$ cat src/rtl/quad_stream_driver_if.sv
// quad_stream_driver_if: coefficient write port, three coefficient streams and the returned root stream
interface quad_stream_driver_if #(parameter int SIZE = 32);
  logic [3*SIZE-1:0] wr_data;
  logic wr_valid, wr_ready;
  logic [SIZE-1:0] m_axis_a_tdata, m_axis_b_tdata, m_axis_c_tdata;
  logic m_axis_a_tvalid, m_axis_b_tvalid, m_axis_c_tvalid;
  logic m_axis_a_tready, m_axis_b_tready, m_axis_c_tready;
  logic [SIZE-1:0] s_axis_result_tdata;
  logic s_axis_result_tvalid, s_axis_result_tready;
  logic [SIZE-1:0] res_data;
  logic res_valid;
  modport master(
    input wr_data, wr_valid, m_axis_a_tready, m_axis_b_tready, m_axis_c_tready,
    input s_axis_result_tdata, s_axis_result_tvalid,
    output wr_ready, m_axis_a_tdata, m_axis_b_tdata, m_axis_c_tdata,
    output m_axis_a_tvalid, m_axis_b_tvalid, m_axis_c_tvalid,
    output s_axis_result_tready, res_data, res_valid
  );
  modport slave(
    output wr_data, wr_valid, m_axis_a_tready, m_axis_b_tready, m_axis_c_tready,
    output s_axis_result_tdata, s_axis_result_tvalid,
    input wr_ready, m_axis_a_tdata, m_axis_b_tdata, m_axis_c_tdata,
    input m_axis_a_tvalid, m_axis_b_tvalid, m_axis_c_tvalid,
    input s_axis_result_tready, res_data, res_valid
  );
endinterface

$ cat src/rtl/quad_stream_driver.sv
// quad_stream_driver: buffers coefficient triples and streams them out in batches, tracking returned roots
module quad_stream_driver #(
  parameter int SIZE = 32,
  parameter int DEPTH = 16,
  parameter int MAX_INFLIGHT = 128
) (
  input  logic aclk,
  input  logic areset,
  input  logic start,
  quad_stream_driver_if.master bus,
  output logic busy,
  output logic done,
  output logic err,
  output logic [$clog2(MAX_INFLIGHT+1)-1:0] inflight
);
  localparam int AW = $clog2(DEPTH);
  localparam int IW = $clog2(MAX_INFLIGHT+1);
  localparam logic [1:0] IDLE = 2'd0, ISSUE = 2'd1, DRAIN = 2'd2, DONE = 2'd3;
  logic [1:0] state;
  logic [3*SIZE-1:0] mem [DEPTH];
  logic [AW:0] wptr, rptr, count, batch;
  logic [2:0] acc, hs, tv;
  logic wr, pop, res_hs, room;
  assign count = wptr - rptr;
  assign room = inflight != IW'(MAX_INFLIGHT);
  assign tv = (state == ISSUE && batch != 0 && room) ? ~acc : 3'b000;
  assign {bus.m_axis_a_tvalid, bus.m_axis_b_tvalid, bus.m_axis_c_tvalid} = tv;
  assign {bus.m_axis_a_tdata, bus.m_axis_b_tdata, bus.m_axis_c_tdata} = mem[rptr[AW-1:0]];
  assign hs = tv & {bus.m_axis_a_tready, bus.m_axis_b_tready, bus.m_axis_c_tready};
  // a triple retires once every channel has handshaken, now or earlier
  assign pop = tv != 3'b000 && (acc | hs) == 3'b111;
  assign bus.wr_ready = state == IDLE && !count[AW] && !areset;
  assign wr = bus.wr_valid && bus.wr_ready;
  assign bus.s_axis_result_tready = !areset;
  assign res_hs = bus.s_axis_result_tvalid && bus.s_axis_result_tready;
  assign busy = state == ISSUE || state == DRAIN;
  assign done = state == DONE;
  always_ff @(posedge aclk)
    if (wr) mem[wptr[AW-1:0]] <= bus.wr_data;
  always_ff @(posedge aclk) begin
    if (areset) begin
      state <= IDLE;
      wptr <= '0;
      rptr <= '0;
      acc <= '0;
      batch <= '0;
      inflight <= '0;
      err <= 1'b0;
      bus.res_valid <= 1'b0;
      bus.res_data <= '0;
    end else begin
      wptr <= wptr + (AW+1)'(wr);
      rptr <= rptr + (AW+1)'(pop);
      acc <= pop ? 3'b000 : acc | hs;
      batch <= (state == IDLE && start && count != 0) ? count : batch - (AW+1)'(pop);
      inflight <= (pop && !res_hs) ? inflight + IW'(1) :
                  (res_hs && !pop && inflight != 0) ? inflight - IW'(1) : inflight;
      err <= err | (res_hs && !pop && inflight == 0);
      bus.res_valid <= res_hs;
      if (res_hs) bus.res_data <= bus.s_axis_result_tdata;
      state <= (state == IDLE)  ? ((start && count != 0) ? ISSUE : IDLE) :
               (state == ISSUE) ? ((batch == 0) ? DRAIN : ISSUE) :
               (state == DRAIN) ? ((inflight == 0) ? DONE : DRAIN) : IDLE;
    end
  end
endmodule
$ cat src/flat_wrapper.sv
// flat-port wrapper written by rule: the top's interface ports become plain ports
module quad_stream_driver_flat 
#(
  parameter int SIZE = 32,
  parameter int DEPTH = 16,
  parameter int MAX_INFLIGHT = 128
)
  (aclk, areset, start, busy, done, err, inflight, bus_wr_data, bus_wr_valid, bus_m_axis_a_tready, bus_m_axis_b_tready, bus_m_axis_c_tready, bus_s_axis_result_tdata, bus_s_axis_result_tvalid, bus_wr_ready, bus_m_axis_a_tdata, bus_m_axis_b_tdata, bus_m_axis_c_tdata, bus_m_axis_a_tvalid, bus_m_axis_b_tvalid, bus_m_axis_c_tvalid, bus_s_axis_result_tready, bus_res_data, bus_res_valid);
  quad_stream_driver_if #(.SIZE(SIZE)) bus_i ();
  input  logic aclk;
  input  logic areset;
  input  logic start;
  output logic busy;
  output logic done;
  output logic err;
  output logic [$clog2(MAX_INFLIGHT+1)-1:0] inflight;
  input wire logic [$bits(bus_i.wr_data)-1:0] bus_wr_data;
  input wire logic [$bits(bus_i.wr_valid)-1:0] bus_wr_valid;
  input wire logic [$bits(bus_i.m_axis_a_tready)-1:0] bus_m_axis_a_tready;
  input wire logic [$bits(bus_i.m_axis_b_tready)-1:0] bus_m_axis_b_tready;
  input wire logic [$bits(bus_i.m_axis_c_tready)-1:0] bus_m_axis_c_tready;
  input wire logic [$bits(bus_i.s_axis_result_tdata)-1:0] bus_s_axis_result_tdata;
  input wire logic [$bits(bus_i.s_axis_result_tvalid)-1:0] bus_s_axis_result_tvalid;
  output wire logic [$bits(bus_i.wr_ready)-1:0] bus_wr_ready;
  output wire logic [$bits(bus_i.m_axis_a_tdata)-1:0] bus_m_axis_a_tdata;
  output wire logic [$bits(bus_i.m_axis_b_tdata)-1:0] bus_m_axis_b_tdata;
  output wire logic [$bits(bus_i.m_axis_c_tdata)-1:0] bus_m_axis_c_tdata;
  output wire logic [$bits(bus_i.m_axis_a_tvalid)-1:0] bus_m_axis_a_tvalid;
  output wire logic [$bits(bus_i.m_axis_b_tvalid)-1:0] bus_m_axis_b_tvalid;
  output wire logic [$bits(bus_i.m_axis_c_tvalid)-1:0] bus_m_axis_c_tvalid;
  output wire logic [$bits(bus_i.s_axis_result_tready)-1:0] bus_s_axis_result_tready;
  output wire logic [$bits(bus_i.res_data)-1:0] bus_res_data;
  output wire logic [$bits(bus_i.res_valid)-1:0] bus_res_valid;
  assign bus_i.wr_data = bus_wr_data;
  assign bus_i.wr_valid = bus_wr_valid;
  assign bus_i.m_axis_a_tready = bus_m_axis_a_tready;
  assign bus_i.m_axis_b_tready = bus_m_axis_b_tready;
  assign bus_i.m_axis_c_tready = bus_m_axis_c_tready;
  assign bus_i.s_axis_result_tdata = bus_s_axis_result_tdata;
  assign bus_i.s_axis_result_tvalid = bus_s_axis_result_tvalid;
  assign bus_wr_ready = bus_i.wr_ready;
  assign bus_m_axis_a_tdata = bus_i.m_axis_a_tdata;
  assign bus_m_axis_b_tdata = bus_i.m_axis_b_tdata;
  assign bus_m_axis_c_tdata = bus_i.m_axis_c_tdata;
  assign bus_m_axis_a_tvalid = bus_i.m_axis_a_tvalid;
  assign bus_m_axis_b_tvalid = bus_i.m_axis_b_tvalid;
  assign bus_m_axis_c_tvalid = bus_i.m_axis_c_tvalid;
  assign bus_s_axis_result_tready = bus_i.s_axis_result_tready;
  assign bus_res_data = bus_i.res_data;
  assign bus_res_valid = bus_i.res_valid;
  quad_stream_driver #(.SIZE(SIZE), .DEPTH(DEPTH), .MAX_INFLIGHT(MAX_INFLIGHT)) u_core (.aclk(aclk), .areset(areset), .start(start), .bus(bus_i), .busy(busy), .done(done), .err(err), .inflight(inflight));
endmodule
$ cat config.mk
export PLATFORM = sky130hd
export DESIGN_NAME = quad_stream_driver_flat
export DESIGN_NICKNAME = d
export VERILOG_FILES = /design/src/rtl/quad_stream_driver_if.sv /design/src/rtl/quad_stream_driver.sv /design/src/flat_wrapper.sv
export SDC_FILE = /design/constraint.sdc
export NUM_CORES = 1
export LEC_CHECK = 0
export BUFFER_PORTS_ARGS = -buffer_cell sky130_fd_sc_hd__buf_2
export CAP_MARGIN = 10
export CORE_ASPECT_RATIO = 1.5
export CORE_MARGIN = 2
export CORE_UTILIZATION = 61
export CTS_CLUSTER_DIAMETER = 200
export CTS_CLUSTER_SIZE = 12
export DETAILED_ROUTE_END_ITERATION = 10
export GPL_TIMING_DRIVEN = 0
export PLACE_DENSITY = 0.79
export RECOVER_POWER = 100
export SLEW_MARGIN = 25
export SYNTH_ARGS = -nofsm -noshare
export SYNTH_HDL_FRONTEND = slang
export SYNTH_SLANG_ARGS = --single-unit
$ cat constraint.sdc
create_clock -name aclk -period 18.8 [get_ports aclk]
set_input_delay 0.94 -clock aclk [delete_from_list [all_inputs] [get_ports aclk]]
set_output_delay 0.94 -clock aclk [all_outputs]
set_load 0.01 [all_outputs]
; ---- Yosys cells after proc, flatten, opt, wreduce, memory -nomap -nowiden
; Memory sizes are Yosys's and may differ from the RTL's. A register that Yosys moved wholly into a read port is not among the register bits.
; Index checks and enable logic that the tools add are counted.
[word_totals]
register_bits = 62
ramBits = 1536
elab_cells = 66
output_inout_bits = 145
mem_count = 1
input_bits = 136
[memory_table]
columns = memory, depth, word_bits, read_ports, rd_ports_with_merged_regs, write_ports, line_no
row1 = u_core.mem, 16, 96, 1, 1, 1, quad_stream_driver.sv:20  ; logic [3*SIZE-1:0] mem [DEPTH];
[op_classes]
n_reduce_logical = 28
mux = 13
bitwise_logic = 4
n_addsub = 6
n_eq_ne = 5
[ops]
columns = op, n
row1 = $mux W8, 2
row2 = $logic_and A1 B1 Y1, 14
row3 = $add A5 B1 Y5, 2
row4 = $reduce_bool A5 Y1, 2
row5 = $add A8 B1 Y8 const B, 1
row6 = $logic_not A8 Y1, 1
row7 = $mux W2, 4
row8 = $ne A8 B8 Y1 const B, 1
row9 = $reduce_bool A8 Y1, 1
row10 = $sub A8 B1 Y8 const B, 1
row11 = $logic_not A5 Y1, 1
row12 = $mux W5, 1
row13 = $sub A5 B1 Y5, 1
row14 = $sub A5 B5 Y5, 1
row15 = $eq A2 B2 Y1 const B, 2
row16 = $logic_not A1 Y1, 4
row17 = $mux W1, 4
row18 = $mux W4, 1
row19 = $and A3 B3 Y3, 1
row20 = $eq A3 B3 Y1 const B, 1
row21 = $mux W3, 1
row22 = $not A3 Y3, 1
row23 = $or A3 B3 Y3, 1
row24 = $reduce_bool A3 Y1, 1
row25 = 6 further kinds, 6

; ---- Depth between registers and ports, before layout
[logic_depth]
word_depth = 13
mapped_depth = 15
mapped_depth_nobuf = 14

; ---- Worst setup path after synthesis
; Ideal clock, no wire load.
[synth_path]
path_type = register to register
start = register u_core.rptr[2]
end = memory u_core.mem[0][0] (netlist bit) (enable)
path_stages_with_launch = 10
path_buffers = 2
t_arrival_ps = 12219
setup_slack_ps = 5762
required_ps = 17980
synth_period_minus_slack_ps = 13038
path_cell_list = dfxtp_1 -> inv_2 -> buf_2 -> buf_1 -> ha_1 -> a21o_1 -> a21oi_1 -> xnor2_1 -> nand4_1 -> nor4b_1
[synth_between]
elab_chain_len = 7
[synth_rtl]
columns = item, line_no
row1 = from (decl), quad_stream_driver.sv:21  ; logic [AW:0] wptr, rptr, count, batch;
row2 = from (signal assigned), quad_stream_driver.sv:53  ; rptr <= rptr + (AW+1)'(pop);
row3 = $sub A5 B5 Y5, quad_stream_driver.sv:24  ; assign count = wptr - rptr;
row4 = $logic_not A1 Y1, quad_stream_driver.sv:32  ; assign bus.wr_ready = state == IDLE && !count[AW] && !areset;
row5 = $logic_and A1 B1 Y1 (2 in series), quad_stream_driver.sv:32
row6 = $logic_and A1 B1 Y1, quad_stream_driver.sv:33  ; assign wr = bus.wr_valid && bus.wr_ready;
row7 = $mux W1, quad_stream_driver.sv:39  ; if (wr) mem[wptr[AW-1:0]] <= bus.wr_data;
row8 = $mux W1 (not written as such), quad_stream_driver.sv:39
row9 = to (decl), quad_stream_driver.sv:20
; Every way passes these cells.

; ---- Worst setup path in the final report
[layout_path]
start = register u_core.rptr[3]
end = memory u_core.mem[4][22] (netlist bit) (enable)
; The elaborated chain is that of the path after synthesis.

==> impl_metrics.env <==
export IMPL_status="finished, violations left"
export IMPL_violations="max-capacitance violations, max-slew violations"
export IMPL_async_flop_share_pct=0
export IMPL_synth_distinct_cells=50
export IMPL_arrival_ns=8.02
export IMPL_pwr_share_clk_pct=39.3
export IMPL_finClkSkew_ns=0.0279
export IMPL_die_h_microns=390
export IMPL_crit_chain="clkbuf_1 -> clkbuf_1 -> inv_1 -> ha_1 -> a21oi_1 -> xnor2_1 -> nand4_1 -> nor4_1 -> clkbuf_1 -> clkbuf_1 -> clkbuf_1 -> clkbuf_1 -> clkbuf_1 -> clkbuf_1 -> clkbuf_1"
export IMPL_synth_seq_cells=1598
export IMPL_post_cts_buffers=0
export IMPL_hold_viol=0
export IMPL_p_switching_mw=1.40
export IMPL_clk_pin_slew_ns=0.07
export IMPL_area_growth_pct=13.2
export IMPL_fmax_mhz=132
export IMPL_cts_htree_levels=4
export IMPL_dp_slack_ns=12.82
export IMPL_r2r_start="u_core.rptr[3]"
export IMPL_grt_util_all_layers_pct=32.2
export IMPL_cp_depth=15
export IMPL_worstSetupPathType="reg2reg"
export IMPL_seq_area_frac_synth_pct=78.3
export IMPL_dp_hpwl_microns=102000
export IMPL_first_pass_iters=5
export IMPL_setup_ws_ns=11.21
export IMPL_top_level_ports=281
export IMPL_ir_worst_vdd_uv=88.5
export IMPL_antenna_found_initial=19
export IMPL_worstSetupStartpoint="u_core.rptr[3]"
export IMPL_post_route_drc_count=0
export IMPL_drt_wl_total_microns=160000
export IMPL_initial_utilization_pct=61.5
export IMPL_vias_per_cell=6.89
export IMPL_rr_worst_depth=15
export IMPL_synth_edff_count=1536
export IMPL_fin_crit_sh_pct=40.4
export IMPL_drv_slew=6
export IMPL_utilization_pct=69.6
export IMPL_critical_path_top_delay_family="buffers and inverters"
export IMPL_root_buffer="clkbuf_16"
export IMPL_p_leak_nw=20.8
export IMPL_swShare_pct=20.4
export IMPL_grt_pass1_wl_microns=227000
export IMPL_syn_num_nets=2621
export IMPL_tritoncts="built"
export IMPL_mostFrequentLayoutCells="1,536 x edfxtp_1, 656 x clkbuf_1, 480 x mux4_2, 154 x clkbuf_16, 83 x buf_2"
export IMPL_final_common_cell="edfxtp_1"
export IMPL_grt_max_degree=17
export IMPL_critical_path_required_ns=19.22
export IMPL_nNetsFinal=3382
export IMPL_cts_inserted_buffers=151
export IMPL_min_period_ns=7.60
export IMPL_cts_sinks=1598
export IMPL_worstHoldStart="bus_s_axis_result_tdata[11]"
export IMPL_yosysWarnings=0
export IMPL_design_die_area_sq_um=102000
export IMPL_cp_slowest_cell="nor4_1"
export IMPL_whs_ns=0.417
export IMPL_cpMostUsedCell="clkbuf_1"
export IMPL_nFillCells=5854
export IMPL_clock_latency_ns=0.77
export IMPL_grt_pass1_vias=32200
export IMPL_core_area_sq_um=98400
export IMPL_vias=31400
export IMPL_portBuffers=280
export IMPL_slew_headroom_pct=-9.00
export IMPL_cts_resized=0
export IMPL_design_area_sq_um=68500
export IMPL_setup_viol=0
export IMPL_critPathCaptureType="flip-flop"
export IMPL_grt_setup_unrepaired="false"
export IMPL_min_path_cells=3
export IMPL_grt_ovfl_total=0
export IMPL_ys_flop_type="edfxtp_1"
export IMPL_cts_hold_buf=0
export IMPL_layout_drive_gt1_share_pct=22.9
export IMPL_hp_class="in2reg"
export IMPL_p_comb_share_pct=3.2
export IMPL_r2r_slack_ns=11.21
export IMPL_ant_nets=0
export IMPL_crit_path_max_fanout=10
export IMPL_gp_congestion=0.763
export IMPL_p_int_mw=5.47
export IMPL_cap_violations=1
export IMPL_crit_buf_inv=10
export IMPL_cts_max_path_buffers=3
export IMPL_syn_area_sq_um=60500
export IMPL_p_per_area_nw_per_um2=100
export IMPL_cp_start_kind="flip-flop"
export IMPL_rows=141
export IMPL_placed_cell_area_sq_um=65800
export IMPL_seqPwrFrac_pct=57.5
export IMPL_slowest_delay_ns=1.14
export IMPL_wl_per_cell_microns=35.2
export IMPL_die_x_microns=261
export IMPL_tightestPinTransition_ns=1.62
export IMPL_dr_first_iter_drc_count=4296
export IMPL_netlist_instances=2463
export IMPL_syn_avg_cell_area_sq_um=24.6
==> per-stage QoR <==
stage | setup TNS (ns) | total power [mW] | instances
final | 0 | 6.87 | 4550
after global routing | 0 | 7.02 | 4548
after CTS | 0 | 6.90 | 4542
after detailed placement | 0 | 4.25 | 4358
after global placement | -4624.86 | 4.24 | 4030
after floorplan | 0 | 4.14 | 2463
==> worst reg2reg max path: stages (launching register included) <==
cell	delay, ns
dfxtp_1	0.31
clkbuf_1	0.73
clkbuf_1	0.83
inv_1	0.23
ha_1	0.42
a21oi_1	0.09
xnor2_1	0.37
nand4_1	0.40
nor4_1	1.15
clkbuf_1	0.43
clkbuf_1	0.46
clkbuf_1	0.32
clkbuf_1	0.48
clkbuf_1	0.43
clkbuf_1	0.25
clkbuf_1	0.35
==> kinds of logic (layout without fill, tap and decap cells) <==
| group | count (synthesis) | after routing | share of synthesized area (%) |
|---|---|---|---|
| muxes | 520 | 520 | 18.5 |
| and+or+nand+nor | 131 | 131 | 1.06 |
| xor gates and xnor gates | 20 | 20 | 0.290 |
| adders and majority gates | 22 | 22 | 0.480 |
| DFF | 1598 | 1598 | 78.3 |
| AOI/OAI and AO/OA | 32 | 32 | 0.399 |
| buffers and inverters | 140 | 932 | 0.953 |
| other | 0 | 8 | 0 |
==> path summary, 6_finish.rpt <==
path	endpoint
max reg2reg	u_core.mem[4][22]
min	u_core.bus.res_data[11]
min reg2reg	u_core.err
max	u_core.mem[4][22]
==> layout make-up <==
class | count | area [sq um] | area share [%]
Antenna cell | 8 | 20.0 | 0.0292
Buffer | 123 | 522 | 0.762
Clock buffer | 173 | 3930 | 5.73
Clock inverter | 11 | 121 | 0.177
Inverter | 17 | 65.1 | 0.0950
Multi-Input combinational cell | 725 | 12500 | 18.3
Sequential cell | 1598 | 47400 | 69.1
Tap cell | 1287 | 1610 | 2.35
Timing Repair Buffer | 608 | 2350 | 3.42
==> routing by layer <==
| layer | global-route usage [%] | part of all wire (%) | vias to the layer above |
|---|---|---|---|
| met5 | 0 | 0.099 | - |
| met4 | 12.5 | 3.9 | 24 |
| met3 | 7.00 | 10 | 394 |
| met2 | 54.4 | 52 | 2465 |
| met1 | 41.3 | 34 | 16400 |
| li1 | - | - | 12000 |
==> Yosys cell counts (all sizes together) (7+ instances only) <==
library cell  count  area, sq um
nand3             9         57.6
nor2             61          229
nor4              7         43.8
xor2              9         78.8
inv              16         62.6
clkbuf           66          248
edfxtp         1536        46100
mux2i            38          380
buf              57          263
mux4            480        10800
a21oi             9         45.0
ha               20          250
dfxtp            62         1240
xnor2            11         96.3
nand2             9         33.8
nor3             15         75.1
==> power by group through the flow <==
stage	Clock [mW]	Combinational [mW]	Sequential [mW]
2_1_floorplan	0	0.108	4.03
4_1_cts	2.72	0.232	3.95
3_3_place_gp	0	0.207	4.03
6_report	2.70	0.220	3.95
5_1_grt	2.83	0.239	3.95
3_5_place_dp	0	0.230	4.02
==> flip-flops by register name (all words and copies together) (netlist names) <==
| name | count |
|---|---|
| u_core.bus.res_valid | 1 |
| u_core.state | 2 |
| u_core.acc | 3 |
| u_core.bus.res_data | 32 |
| u_core.err | 1 |
| u_core.wptr | 5 |
| u_core.rptr | 5 |
| u_core.inflight | 8 |
| u_core.batch | 5 |
| u_core.mem | 1536 |
Power figures use the tool's default switching activity.
